--- src/rtl/fetch_unit_pkg.sv ---
// Shared pipeline definitions: opcodes, fetch-state encoding, reset vector
// and the common 16-bit adder used for PC arithmetic.
package fetch_unit_pkg;

  localparam logic [15:0] DEF_RESET_PC   = 16'h0000;
  localparam logic [3:0]  DEF_HLT_OPCODE = 4'hF;
  localparam logic [15:0] NOOP_WORD      = 16'h0000;
  localparam logic [15:0] PC_STEP        = 16'h0002;

  typedef enum logic [1:0] {
    FETCH  = 2'd0,
    HOLD   = 2'd1,
    SQUASH = 2'd2,
    HALT   = 2'd3
  } fetch_state_e;

  function automatic logic [15:0] add16(input logic [15:0] a, input logic [15:0] b);
    return a + b;
  endfunction

endpackage

--- src/rtl/fetch_unit_pc_register.sv ---
// 16-bit program counter: load has priority over increment-by-2, else hold.
module pc_register
  import fetch_unit_pkg::*;
#(
  parameter logic [15:0] RESET_PC = DEF_RESET_PC
) (
  input  logic        clk,
  input  logic        rst,
  input  logic        load_i,
  input  logic        inc_i,
  input  logic [15:0] load_val_i,
  output logic [15:0] pc_o
);

  logic [15:0] pc_q;
  logic [15:0] pc_d;

  always_comb begin
    pc_d = pc_q;
    if (load_i) begin
      pc_d = load_val_i;
    end else if (inc_i) begin
      pc_d = add16(pc_q, PC_STEP);
    end
  end

  always_ff @(posedge clk) begin
    if (rst) begin
      pc_q <= RESET_PC;
    end else begin
      pc_q <= pc_d;
    end
  end

  assign pc_o = pc_q;

endmodule

--- src/rtl/fetch_unit.sv ---
// Instruction-fetch stage: owns the PC, runs the variable-latency I-memory
// request handshake and loads the IF/ID register.
//
// state  | meaning
// FETCH  | request at PC; deliver, bubble, redirect or capture on stall
// HOLD   | word returned during a stall sits in the hold buffer
// SQUASH | redirect arrived mid-miss; finish old request and discard it
// HALT   | HLT reached IF/ID; fetch frozen until redirect or reset
module fetch_unit
  import fetch_unit_pkg::*;
#(
  parameter logic [15:0] RESET_PC   = DEF_RESET_PC,
  parameter logic [3:0]  HLT_OPCODE = DEF_HLT_OPCODE
) (
  input  logic        clk,
  input  logic        rst,
  input  logic        IF_Stall,
  input  logic        IF_PCDisrupt,
  input  logic [15:0] IF_PCBranch,
  input  logic        IMem_Ready,
  input  logic [15:0] IMem_Data,
  output logic        IMem_Req,
  output logic [15:0] IMem_Addr,
  output logic [15:0] IFID_Instruction,
  output logic [15:0] IFID_PC,
  output logic        IFID_Valid,
  output logic        Halted
);

  fetch_state_e state_q, state_d;
  logic [15:0]  instr_q, instr_d;
  logic [15:0]  ifid_pc_q, ifid_pc_d;
  logic         valid_q, valid_d;
  logic [15:0]  hbuf_q, hbuf_d;
  logic [15:0]  sq_addr_q, sq_addr_d;

  logic         pc_load;
  logic         pc_inc;
  logic [15:0]  pc;
  logic         do_deliver;
  logic [15:0]  deliver_word;

  pc_register #(
    .RESET_PC (RESET_PC)
  ) u_pc (
    .clk        (clk),
    .rst        (rst),
    .load_i     (pc_load),
    .inc_i      (pc_inc),
    .load_val_i (IF_PCBranch),
    .pc_o       (pc)
  );

  always_comb begin
    state_d      = state_q;
    instr_d      = instr_q;
    ifid_pc_d    = ifid_pc_q;
    valid_d      = valid_q;
    hbuf_d       = hbuf_q;
    sq_addr_d    = sq_addr_q;
    pc_load      = 1'b0;
    pc_inc       = 1'b0;
    do_deliver   = 1'b0;
    deliver_word = NOOP_WORD;

    unique case (state_q)
      FETCH: begin
        if (IF_PCDisrupt) begin
          pc_load = 1'b1;
          valid_d = 1'b0;
          if (!IMem_Ready) begin
            state_d   = SQUASH;
            sq_addr_d = pc;
          end
        end else if (IF_Stall) begin
          if (IMem_Ready) begin
            hbuf_d  = IMem_Data;
            state_d = HOLD;
          end
        end else if (IMem_Ready) begin
          do_deliver   = 1'b1;
          deliver_word = IMem_Data;
        end else begin
          valid_d = 1'b0;
        end
      end

      HOLD: begin
        if (IF_PCDisrupt) begin
          pc_load = 1'b1;
          hbuf_d  = NOOP_WORD;
          valid_d = 1'b0;
          state_d = FETCH;
        end else if (!IF_Stall) begin
          do_deliver   = 1'b1;
          deliver_word = hbuf_q;
          state_d      = FETCH;
        end
      end

      SQUASH: begin
        if (IF_PCDisrupt) begin
          pc_load = 1'b1;
        end
        if (!IF_Stall) begin
          valid_d = 1'b0;
        end
        if (IMem_Ready) begin
          state_d = FETCH;
        end
      end

      HALT: begin
        if (IF_PCDisrupt) begin
          pc_load = 1'b1;
          valid_d = 1'b0;
          state_d = FETCH;
        end
      end

      default: state_d = FETCH;
    endcase

    // HLT leaves the PC on its own address so a redirect-free halt is inspectable.
    if (do_deliver) begin
      instr_d   = deliver_word;
      ifid_pc_d = pc;
      valid_d   = 1'b1;
      if (deliver_word[15:12] == HLT_OPCODE) begin
        state_d = HALT;
      end else begin
        pc_inc = 1'b1;
      end
    end
  end

  always_ff @(posedge clk) begin
    if (rst) begin
      state_q   <= FETCH;
      instr_q   <= NOOP_WORD;
      ifid_pc_q <= 16'h0000;
      valid_q   <= 1'b0;
      hbuf_q    <= NOOP_WORD;
      sq_addr_q <= 16'h0000;
    end else begin
      state_q   <= state_d;
      instr_q   <= instr_d;
      ifid_pc_q <= ifid_pc_d;
      valid_q   <= valid_d;
      hbuf_q    <= hbuf_d;
      sq_addr_q <= sq_addr_d;
    end
  end

  assign IMem_Req         = !rst && ((state_q == FETCH) || (state_q == SQUASH));
  assign IMem_Addr        = (state_q == SQUASH) ? sq_addr_q : pc;
  assign IFID_Instruction = instr_q;
  assign IFID_PC          = ifid_pc_q;
  assign IFID_Valid       = valid_q;
  assign Halted           = (state_q == HALT);

endmodule

--- config.mk ---
export PLATFORM = sky130hd
export DESIGN_NAME = fetch_unit
export DESIGN_NICKNAME = d
export VERILOG_FILES = /design/src/rtl/fetch_unit_pkg.sv /design/src/rtl/fetch_unit_pc_register.sv /design/src/rtl/fetch_unit.sv
export SDC_FILE = /design/constraint.sdc
export NUM_CORES = 1
export LEC_CHECK = 0
export BUFFER_PORTS_ARGS = -buffer_cell sky130_fd_sc_hd__buf_2
export CAP_MARGIN = 25
export CORE_UTILIZATION = 40
export DETAILED_ROUTE_END_ITERATION = 6
export PLACE_DENSITY_LB_ADDON = 0.2
export SYNTH_ARGS = -nofsm -noshare
export SYNTH_HDL_FRONTEND = slang
export SYNTH_SLANG_ARGS = --single-unit
export TNS_END_PERCENT = 20
--- constraint.sdc ---
create_clock -name clk -period 2.2 [get_ports clk]
set_input_delay 0.22 -clock clk [delete_from_list [all_inputs] [get_ports clk]]
set_output_delay 0.22 -clock clk [all_outputs]
set_load 0.02 [all_outputs]
==> impl_metrics.csv <==
group,metric,value,unit
logic_synthesis,yosysTopAreaCellShare,45.75,%
logic_synthesis,syn_inst,428,
drt,drt-pass1-iter-count,5,
clock_tree,post_cts_buffers,0,
timing,fmax,0.4962,GHz
worst_setup_path,cpLargestDelayFamily,"simple AND/OR/NAND/NOR gates",
grt,antenna_found_initial,0,
final_layout,antennaDiodeCount,0,
worst_setup_path,crit_type,"register to register",
logic_synthesis,synth_edf_count,0,
worst_setup_path,crit_path_end_kind,"register",
worst_setup_path,r2r-start,"state_q[0]$_SDFF_PP0_",
timing,setup_violations,0,
drt,drt_iter0_drc,263,
floorplan,io_pins,88,
power,p_leak,0.001782,µW
final_layout,layout_common_cells,"nand2_1, buf_2, dfxtp_1",
worst_setup_path,ff2ff_path_depth,5,
grt,grt_pass1_wl,16080,µm
timing,period_minus_slack,2015,ps
flow_run,drv_cap,0,
drt,vias,3431,
clock_tree,cts_tree,"done",
run_status,status,"complete, no violations",
logic_synthesis,synth_area,3632,µm²
grt,track_usage,20.98,%
worst_setup_path,start_kind,"register",
grt,grt_overflow,0,
logic_synthesis,yosys_warnings,0,
worst_setup_path,r2r_setup_slack,180,ps
clock_tree,postCtsResizedCells,0,
drt,ant_nets,0,
floorplan,die_y,97.29,µm
worst_setup_path,crit_required,2460,ps
timing,drv_slew,0,
logic_synthesis,yosys-top-cells-area,"dfxtp_1, nand2_1, a21oi_1, mux2_2, a222oi_1",
clock_tree,cts.clk_slew.worst_paths,80,ps
placed_design,hpwl,6733,µm
logic_synthesis,yosys.area.top_type,"dfxtp_1",
floorplan,die_area,9465,µm²
drt,wl_per_cell,15.46,µm
worst_setup_path,worstPathCellList,"nor4b_4 > a32o_2 > and3_4 > or4_1 > a311oi_1",
final_layout,drive_gt1_share,29.07,%
final_layout,syn2layout_area_growth,22.29,%
worst_setup_path,worstPathMaxFanout,14,
final_layout,fin_cells,624,
logic_synthesis,synth_ff_type,"dfxtp_1",
clock_tree,cts_hold_buf,0,
clock_tree,cts.sinks,83,
worst_setup_path,cpMaxStageDelayCell,"or4_1",
logic_synthesis,yosysSeqAreaShare,45.75,%
timing,fin_hold_ws,109.1,ps
clock_tree,clock_path_buffers,2,
worst_setup_path,slowest_delay,500,ps
clock_tree,clk_latency,350,ps
logic_synthesis,postSynthAreaPerCell,8.487,µm²
hold_path,holdCritPathClass,"input pin to register",
power,power.density,728.4,nW/µm²
placed_design,dpl.cell_count,609,
drt,routed_via_density,5.498,
placed_design,place.gp.congestion,0.8208,
timing,fin_skew,11.36,ps
worst_setup_path,crit_end,"u_pc.pc_o[9]$_SDFFE_PP0P_",
power,ir_drop,305.3,µV
logic_synthesis,ys_ff_latch,83,
drt,drcViolationCount,0,
clock_tree,htreeDepth,3,
drt,drt_wl_total,9650,µm
final_layout,final_net_count,550,
logic_synthesis,yosysUniqueCellTypes,49,
clock_tree,cts_root_buf,"clkbuf_8",
floorplan,initial_utilization,41.45,%
placed_design,io_buffers,87,
grt,grt_pass1_vias,3138,
final_layout,fin_util,50.69,%
floorplan,fp.coreArea,8763,µm²
worst_setup_path,rr_endpoint,"u_pc.pc_o[9]$_SDFFE_PP0P_",
worst_setup_path,crit_start,"state_q[0]$_SDFF_PP0_",
timing,worstMarginPinSlew,686.8,ps
worst_setup_path,path_depth,5,
clock_tree,cts_buffers,9,
grt,grt_max_degree,37,
worst_setup_path,arrival,2270,ps
timing,fin_tns_setup,0,ps
timing,final_hold_viol_count,0,
timing,relSlewSlack,54.22,%
timing,period_share,91.60,%
floorplan,die_x,97.29,µm
logic_synthesis,synth_nets,466,
floorplan,row_count,34,
worst_setup_path,worst-path-buf-inv,0,
timing,rsz0062_at_grt,"no",
logic_synthesis,async_flop_share,0,%
-- metrics by stage --
| stage | total power, µW | setup slack (ps) | cell area, µm² |
|---|---|---|---|
| floorplan | 1897 | 295.0 | 3632 |
| global placement | 2055 | 262.1 | 4225 |
| detailed placement | 2061 | 198.0 | 4225 |
| CTS | 3260 | 179.9 | 4442 |
| global route | 3388 | 34.78 | 4442 |
| finish | 3235 | 184.7 | 4442 |
-- kinds of logic (layout without fill, tap and decap cells) --
logic type	count (synthesis)	count (layout)	share of synthesized area, %
DFF	83	83	45.75
muxes	18	18	5.511
adders and majority gates	1	1	0.3444
AOI/OAI and AO/OA	108	108	20.60
buffers and inverters	40	128	4.547
xor gates and xnor gates	5	5	1.206
and+or+nand+nor	173	173	22.05
-- layout make-up --
cell class              instances  area (µm²)
well taps                     108       135.1
clock inverters                 4       75.07
multi-input cells             305        1805
flip-flops and latches         83        1662
fillers                       857        4322
repair buffers                111       615.6
inverters                       2       7.507
clock buffers                  11       141.4
-- worst min-delay path by stage --
| stage | startpoint | slack, ps | depth (start not counted) | to |
|---|---|---|---|---|
| global placement | sq_addr_q[5]$_SDFFE_PP0P_ | 440 | 2 | sq_addr_q[5]$_SDFFE_PP0P_ |
| global route | IF_PCBranch[5] | 120 | 3 | u_pc.pc_o[5]$_SDFFE_PP0P_ |
| detailed placement | IFID_PC[1]$_SDFFE_PP0P_ | 450 | 2 | IFID_PC[1]$_SDFFE_PP0P_ |
| floorplan | IF_PCBranch[0] | 370 | 2 | u_pc.pc_o[0]$_SDFFE_PP0P_ |
| CTS | IF_PCBranch[0] | 100 | 3 | u_pc.pc_o[0]$_SDFFE_PP0P_ |
| finish | IF_PCBranch[0] | 110 | 3 | u_pc.pc_o[0]$_SDFFE_PP0P_ |
-- where the power goes --
part           total (µW)  internal [µW]  switching [µW]  leakage (µW)
registers            1600           1560            43.2      0.000676
clock network        1210            665             545      0.000102
logic                 422            166             256       0.00100
-- flip-flops by register name, summed over array words and instances (netlist names) --
signal	cells
IFID_PC	16
state_q	2
hbuf_q	16
IFID_Valid	1
u_pc.pc_o	16
IFID_Instruction	16
sq_addr_q	16
-- Yosys cell counts (2+ instances only) --
library cell / instances
nand2_1: 87
dfxtp_1: 83
a21oi_1: 52
nor2_1: 31
clkbuf_1: 28
nand3_1: 24
a222oi_1: 16
mux2_2: 16
a311oi_1: 11
a211oi_1: 5
buf_1: 5
o31ai_1: 5
xnor2_1: 5
a31oi_1: 4
and2_1: 4
nor2b_1: 4
or4_1: 4
and4_1: 3
buf_2: 3
nand4_1: 3
o21ai_0: 3
a32o_2: 2
mux2i_1: 2
nand2b_1: 2
or3_1: 2
-- metal layers --
metal / wire [µm] / track usage [%] / up-vias
met3: 625 / 4.892 / 10
met5: 0 / 0 / -
met2: 4303 / 30.77 / 101
met1: 4597 / 30.04 / 1604
met4: 123 / 7.466 / 0
li1: - / - / 1716
-- tightest hold or removal path: stages --
cell and delay (ps):
buf_2 80, mux2i_1 60, nor2_1 70
Note: power is estimated with default switching activity, not from simulation.
